File: config.mk
export PLATFORM = sky130hd
export DESIGN_NAME = vending_param_flat
export DESIGN_NICKNAME = d
export VERILOG_FILES = /design/src/rtl/vending_param_if.sv /design/src/rtl/vending_param.sv /design/src/flat_wrapper.sv
export SDC_FILE = /design/constraint.sdc
export NUM_CORES = 1
export LEC_CHECK = 0
export CORE_MARGIN = 5
export CORE_UTILIZATION = 51
export DETAILED_ROUTE_END_ITERATION = 6
export GPL_TIMING_DRIVEN = 1
export HOLD_SLACK_MARGIN = 0.08
export PLACE_DENSITY = 0.79
export SETUP_SLACK_MARGIN = 0.15
export SLEW_MARGIN = 20
export SYNTH_ARGS = -nofsm -noshare
export SYNTH_HDL_FRONTEND = slang
export SYNTH_SLANG_ARGS = --single-unit
File: constraint.sdc
create_clock -name clk_i -period 3.8 [get_ports clk_i]
set_input_delay 0.38 -clock clk_i [delete_from_list [all_inputs] [get_ports clk_i]]
set_output_delay 0.38 -clock clk_i [all_outputs]
set_load 0.02 [all_outputs]
File: src/rtl/vending_param_if.sv
// Vending machine bus: coin/cancel inputs and vend/change/credit outputs.
// The customer side (coin mechanism, bench) drives the master modport;
// the vending controller uses the slave modport.
interface vending_param_if #(
  parameter int CREDIT_W = 4
);
  logic                nickle_i;
  logic                dime_i;
  logic                quarter_i;
  logic                cancel_i;
  logic                soda_o;
  logic                chg_nickel_o;
  logic                chg_dime_o;
  logic [CREDIT_W-1:0] credit_o;
  logic                busy_o;
  logic                coin_reject_o;

  modport master (
    output nickle_i, dime_i, quarter_i, cancel_i,
    input  soda_o, chg_nickel_o, chg_dime_o, credit_o, busy_o, coin_reject_o
  );

  modport slave (
    input  nickle_i, dime_i, quarter_i, cancel_i,
    output soda_o, chg_nickel_o, chg_dime_o, credit_o, busy_o, coin_reject_o
  );
endinterface

File: src/rtl/vending_param.sv
// Parameterised vending controller: collects nickels/dimes/quarters,
// vends once credit reaches PRICE, then pays change one coin per cycle
// (dimes first). All outputs are registered except coin_reject_o.
// Optional refund on cancel_i is enabled by defining VEND_REFUND_EN.
module vending_param #(
  parameter int PRICE    = 4,
  parameter int CREDIT_W = 4
) (
  input logic            clk_i,
  input logic            rst_ni,
  vending_param_if.slave bus
);

  localparam logic [1:0] S_COLLECT = 2'd0;
  localparam logic [1:0] S_VEND    = 2'd1;
  localparam logic [1:0] S_CHANGE  = 2'd2;

  localparam logic [CREDIT_W-1:0] L_PRICE = CREDIT_W'(PRICE);
  localparam logic [CREDIT_W-1:0] L_ZERO  = '0;
  localparam logic [CREDIT_W-1:0] L_ONE   = CREDIT_W'(1);
  localparam logic [CREDIT_W-1:0] L_TWO   = CREDIT_W'(2);
  localparam logic [CREDIT_W-1:0] L_FIVE  = CREDIT_W'(5);

  logic [1:0]          r_state;
  logic [CREDIT_W-1:0] r_credit;
  logic [CREDIT_W-1:0] r_rem;
  logic                r_soda;
  logic                r_chg_nickel;
  logic                r_chg_dime;
  logic                r_busy;

  logic                w_cancel;
  logic [2:0]          w_coins;
  logic [2:0]          w_accept;
  logic [CREDIT_W-1:0] w_value;
  logic [CREDIT_W-1:0] w_sum;
  logic [1:0]          w_state_nx;
  logic [CREDIT_W-1:0] w_credit_nx;
  logic [CREDIT_W-1:0] w_rem_nx;
  logic                w_soda_nx;
  logic                w_chg_nickel_nx;
  logic                w_chg_dime_nx;

`ifdef VEND_REFUND_EN
  assign w_cancel = bus.cancel_i;
`else
  // Cancel is ignored in this build; the input is kept only for port compatibility.
  logic w_unused_cancel;
  assign w_unused_cancel = bus.cancel_i;
  assign w_cancel        = 1'b0;
`endif

  assign w_coins = {bus.quarter_i, bus.dime_i, bus.nickle_i};

  // Coin acceptance: only in COLLECT, never alongside an honoured cancel,
  // one coin per cycle with nickel > dime > quarter priority.
  always_comb begin
    // NOTE: every combinational output gets a default first so no path leaves it unassigned (no latch).
    w_accept = 3'b000;
    w_value  = L_ZERO;
    if (r_state == S_COLLECT && !w_cancel) begin
      if (w_coins[0]) begin
        w_accept = 3'b001;
        w_value  = L_ONE;
      end else if (w_coins[1]) begin
        w_accept = 3'b010;
        w_value  = L_TWO;
      end else if (w_coins[2]) begin
        w_accept = 3'b100;
        w_value  = L_FIVE;
      end
    end
  end

  // Credit is below PRICE in COLLECT, so the sum peaks at PRICE+4 and never wraps.
  assign w_sum = r_credit + w_value;

  assign bus.coin_reject_o = |(w_coins & ~w_accept);

  // Next-state and next-output decisions; a change coin is issued on the
  // same edge that enters or stays in CHANGE, so each CHANGE cycle shows one pulse.
  always_comb begin
    w_state_nx      = r_state;
    w_credit_nx     = r_credit;
    w_rem_nx        = r_rem;
    w_soda_nx       = 1'b0;
    w_chg_nickel_nx = 1'b0;
    w_chg_dime_nx   = 1'b0;
    case (r_state)
      S_COLLECT: begin
        if (w_cancel && r_credit != L_ZERO) begin
          // Refund: the whole credit becomes change, first coin goes out now.
          w_credit_nx     = L_ZERO;
          w_state_nx      = S_CHANGE;
          w_chg_dime_nx   = (r_credit >= L_TWO);
          w_chg_nickel_nx = (r_credit <  L_TWO);
          w_rem_nx        = r_credit - ((r_credit >= L_TWO) ? L_TWO : L_ONE);
        end else if (w_accept != 3'b000) begin
          if (w_sum >= L_PRICE) begin
            w_state_nx  = S_VEND;
            w_credit_nx = L_ZERO;
            w_rem_nx    = w_sum - L_PRICE;
            w_soda_nx   = 1'b1;
          end else begin
            w_credit_nx = w_sum;
          end
        end
      end
      S_VEND, S_CHANGE: begin
        if (r_rem != L_ZERO) begin
          w_state_nx      = S_CHANGE;
          w_chg_dime_nx   = (r_rem >= L_TWO);
          w_chg_nickel_nx = (r_rem <  L_TWO);
          w_rem_nx        = r_rem - ((r_rem >= L_TWO) ? L_TWO : L_ONE);
        end else begin
          w_state_nx = S_COLLECT;
        end
      end
      default: begin
        w_state_nx  = S_COLLECT;
        w_credit_nx = L_ZERO;
        w_rem_nx    = L_ZERO;
      end
    endcase
  end

  // State and registered outputs; reset aborts any vend and drops pending change.
  always_ff @(posedge clk_i or negedge rst_ni) begin
    if (!rst_ni) begin
      r_state      <= S_COLLECT;
      r_credit     <= L_ZERO;
      r_rem        <= L_ZERO;
      r_soda       <= 1'b0;
      r_chg_nickel <= 1'b0;
      r_chg_dime   <= 1'b0;
      r_busy       <= 1'b0;
    end else begin
      // NOTE: non-blocking assignments so every register samples pre-edge values.
      r_state      <= w_state_nx;
      r_credit     <= w_credit_nx;
      r_rem        <= w_rem_nx;
      r_soda       <= w_soda_nx;
      r_chg_nickel <= w_chg_nickel_nx;
      r_chg_dime   <= w_chg_dime_nx;
      r_busy       <= (w_state_nx != S_COLLECT);
    end
  end

  assign bus.soda_o       = r_soda;
  assign bus.chg_nickel_o = r_chg_nickel;
  assign bus.chg_dime_o   = r_chg_dime;
  assign bus.credit_o     = r_credit;
  assign bus.busy_o       = r_busy;

endmodule

File: src/flat_wrapper.sv
// flat-port wrapper written by rule: the top's interface ports become plain ports
module vending_param_flat 
#(
  parameter int PRICE    = 4,
  parameter int CREDIT_W = 4
)
  (clk_i, rst_ni, bus_nickle_i, bus_dime_i, bus_quarter_i, bus_cancel_i, bus_soda_o, bus_chg_nickel_o, bus_chg_dime_o, bus_credit_o, bus_busy_o, bus_coin_reject_o);
  vending_param_if #(.CREDIT_W(CREDIT_W)) bus_i ();
  input logic clk_i;
  input logic rst_ni;
  input wire logic [$bits(bus_i.nickle_i)-1:0] bus_nickle_i;
  input wire logic [$bits(bus_i.dime_i)-1:0] bus_dime_i;
  input wire logic [$bits(bus_i.quarter_i)-1:0] bus_quarter_i;
  input wire logic [$bits(bus_i.cancel_i)-1:0] bus_cancel_i;
  output wire logic [$bits(bus_i.soda_o)-1:0] bus_soda_o;
  output wire logic [$bits(bus_i.chg_nickel_o)-1:0] bus_chg_nickel_o;
  output wire logic [$bits(bus_i.chg_dime_o)-1:0] bus_chg_dime_o;
  output wire logic [$bits(bus_i.credit_o)-1:0] bus_credit_o;
  output wire logic [$bits(bus_i.busy_o)-1:0] bus_busy_o;
  output wire logic [$bits(bus_i.coin_reject_o)-1:0] bus_coin_reject_o;
  assign bus_i.nickle_i = bus_nickle_i;
  assign bus_i.dime_i = bus_dime_i;
  assign bus_i.quarter_i = bus_quarter_i;
  assign bus_i.cancel_i = bus_cancel_i;
  assign bus_soda_o = bus_i.soda_o;
  assign bus_chg_nickel_o = bus_i.chg_nickel_o;
  assign bus_chg_dime_o = bus_i.chg_dime_o;
  assign bus_credit_o = bus_i.credit_o;
  assign bus_busy_o = bus_i.busy_o;
  assign bus_coin_reject_o = bus_i.coin_reject_o;
  vending_param #(.PRICE(PRICE), .CREDIT_W(CREDIT_W)) u_core (.clk_i(clk_i), .rst_ni(rst_ni), .bus(bus_i));
endmodule
==> flow_summary.ini <==
[timing]
fin_worst_skew_ps = 2.20
post-route-min-period_ps = 3120
hold_ws_ps = 488
max_freq_ghz = 0.320
tns_ps = 0
rsz0062_at_grt = false
worst_pin_slew_ps = 616
setup_viol = 0
post-route-period-util = 0.821
relSlewSlack = 0.588
hold_violations = 0
finalMaxSlewViolations = 0

[global_routing]
antenna_found_initial = 0
grt_pass1_vias = 705
overflow = 0
grt_pass1_wl_mm = 3.03
grtUsageTotal = 0.153
grt_start_max_net_pins = 15

[setup_path]
cp_top_family = compound AO/OA/AOI/OAI gates
critPathBufInv = 3
critical_path.max_fanout = 8
start_kind = flop
critPathKind = flop to flop
cp_cell_sequence = inv_1 -> ha_1 -> inv_1 -> nor2_1 -> nand2_1 -> inv_1 -> ha_1 -> a21o_1 -> a21oi_1 -> xnor2_1 -> ha_1 -> or2_2 -> a32o_1 -> a41o_1
required_ps = 3970
crit_path_end_kind = flop
worstPathArrival_ps = 3290
crit_path_max_incr_delay_ps = 390
slowest_stage = dfrtp_1

[routing]
wire_per_inst_um = 12.6
num_vias = 715
route.met3.wl_um = 81
drc = 0
drt_iter0_drc = 11
firstDrtPassIters = 4
ant_nets = 0
routed_via_density = 5.34
met2_length_um = 775
wl_met1_um = 817
totalWireLength_mm = 1.68
highest_layer = met4

[floorplanning]
die-width_um = 52.5
fp.dieH_um = 52.5
dieArea_um2 = 2760
start_util = 0.533
ios = 15
core_um2 = 1730
rows = 15

[clocking]
cts_sinks = 14
cts_tree = yes
cts_buffer_depth = 2
numCtsBuffers = 3
root_buffer = clkbuf_4
clock_latency_ps = 270
hold_buffers = 0
cts_resized = 0
clk_pin_slew_ps = 80
cts_setup_buffers = 0
cts_max_level = 1

[finish]
nets = 127
drive_above_1_share = 0.0917
stdcell_count = 134
diodes = 0
syn2layout_area_growth_pct = 19.2

[yosys]
syn_area_um2 = 921
ys_seq_elements = 14
synthCells = 94
yosysSeqAreaShare = 0.380
syn_area_per_cell_um2 = 9.80
synth_nets = 110
synthDistinctLibCells = 37
ys_warn_count = 0

[power_and_ir_drop]
power.total_mw = 0.926
p_per_area_nw_per_um2 = 844
p_leak_nw = 0.522
ir_drop_mv = 0.480

[place]
gp_congestion = 0.871
dp_cells = 131
post-dp-hpwl_mm = 1.34
port_buffers = 13

[outcome]
run_status = complete, no violations

[run]
maxCapViolations = 0

[worst_hold_path]
hold_path_class = input pin to async pin
sequential cells by signal, indices dropped and copies added (netlist names):
| register | count |
|---|---|
| u_core.bus.busy_o | 1 |
| u_core.bus.chg_dime_o | 1 |
| u_core.r_rem | 4 |
| u_core.r_state | 2 |
| u_core.bus.chg_nickel_o | 1 |
| u_core.bus.credit_o | 4 |
| u_core.bus.soda_o | 1 |
layout make-up:
type	count	area, um2
well taps	25	31.3
flip-flops and latches	14	350
repair buffers	14	138
fillers	145	629
clock buffers	3	22.5
inverters	17	68.8
multi-input cells	61	487
where the power goes:
part	leakage (nW)	internal (mW)	total, mW	switching, mW
logic	0.325	0.265	0.605	0.340
clock network	0.0138	0.0367	0.0812	0.0445
registers	0.183	0.207	0.240	0.0334
cell usage in the layout (no fill, tap or decap), types with 2 or more instances in the layout:
cell type        Yosys  final
nor2_1               5      5
nand4_1              2      2
ha_1                 8      8
clkbuf_4             0      3
xor2_1               3      3
dfrtp_1             14     14
fa_1                 2      2
nand2_1              3      3
a21oi_1              5      5
o21ai_0              5      5
o22ai_1              4      4
clkdlybuf4s50_1      0     13
inv_1               16     16
a22oi_1              2      2
through the flow:
stage          area (um2)  worst slack [ps]   util
2_1_floorplan         921               809      -
3_3_place_gp         1070               501  0.622
3_5_place_dp         1070               511  0.622
4_1_cts              1100               679  0.636
5_1_grt              1100               367  0.636
6_report             1100               679  0.636
worst register-to-register path: stages (launching register included):
cell and delay, ps:
dfrtp_1 390, inv_1 90, ha_1 200, inv_1 120, nor2_1 150, nand2_1 120
inv_1 80, ha_1 220, a21o_1 170, a21oi_1 240, xnor2_1 110, ha_1 300
or2_2 370, a32o_1 270, a41o_1 200
worst paths after layout:
path | startpoint | to | slack (ps) | cells after the start
worst max-delay path | u_core.r_state[0] | u_core.r_rem[3] | 680 | 14
worst min-delay path | rst_ni | u_core.bus.chg_dime_o | 490 | 1
worst max register to register | u_core.r_state[0] | u_core.r_rem[3] | 680 | 14
worst min register to register | u_core.bus.credit_o[2] | u_core.bus.credit_o[2] | 570 | 1
max in group asynchronous | rst_ni | u_core.bus.soda_o | 2920 | 1
min in group clk_i | u_core.bus.credit_o[2] | u_core.bus.credit_o[2] | 570 | 1
metal layers:
layer / GRT usage / vias up
met3: 0.0598 / 2
met2: 0.236 / 20
met4: 0.0383 / 0
met5: 0 / -
li1: - / 364
met1: 0.198 / 329
cell families (layout without fill, tap and decap cells):
group                      count (synthesis)  in the layout  share of synthesized area
adders and majority gates                 10             10                      0.152
muxes                                      1              1                     0.0122
xor gates and xnor gates                   4              4                     0.0381
and+or+nand+nor                           20             20                      0.121
buffers and inverters                     19             34                     0.0910
AOI/OAI and AO/OA                         26             26                      0.205
DFF                                       14             14                      0.380
cell usage after synthesis:
cell / n / share of area
o211ai_1: 1 / 0.0082
nor3_1: 1 / 0.0054
and2_2: 1 / 0.0082
mux2_2: 1 / 0.012
nand4b_1: 1 / 0.0095
nand2_1: 3 / 0.012
o211a_1: 1 / 0.011
fa_1: 2 / 0.043
xor2_1: 3 / 0.029
or3_1: 1 / 0.0068
a21oi_2: 1 / 0.0095
or4b_1: 1 / 0.011
xnor2_1: 1 / 0.0095
dfrtp_1: 14 / 0.38
and2_1: 1 / 0.0068
a2bb2oi_1: 1 / 0.0095
a41o_1: 1 / 0.011
a21oi_1: 5 / 0.027
nor2_1: 5 / 0.020
a22oi_1: 2 / 0.016
ha_1: 8 / 0.11
clkinv_4: 1 / 0.0095
nand4_1: 2 / 0.014
nor3b_1: 1 / 0.0082
buf_6: 1 / 0.012
a32o_1: 1 / 0.011
nand3_1: 1 / 0.0054
clkbuf_1: 1 / 0.0041
or2_2: 1 / 0.0068
a31oi_4: 1 / 0.023
inv_1: 16 / 0.065
o21ai_0: 5 / 0.027
a211oi_1: 1 / 0.0082
nor4_1: 1 / 0.0068
o22ai_1: 4 / 0.027
o21a_1: 1 / 0.0082
a21o_1: 1 / 0.0082
No activity file was read; power rests on OpenSTA's default activity.
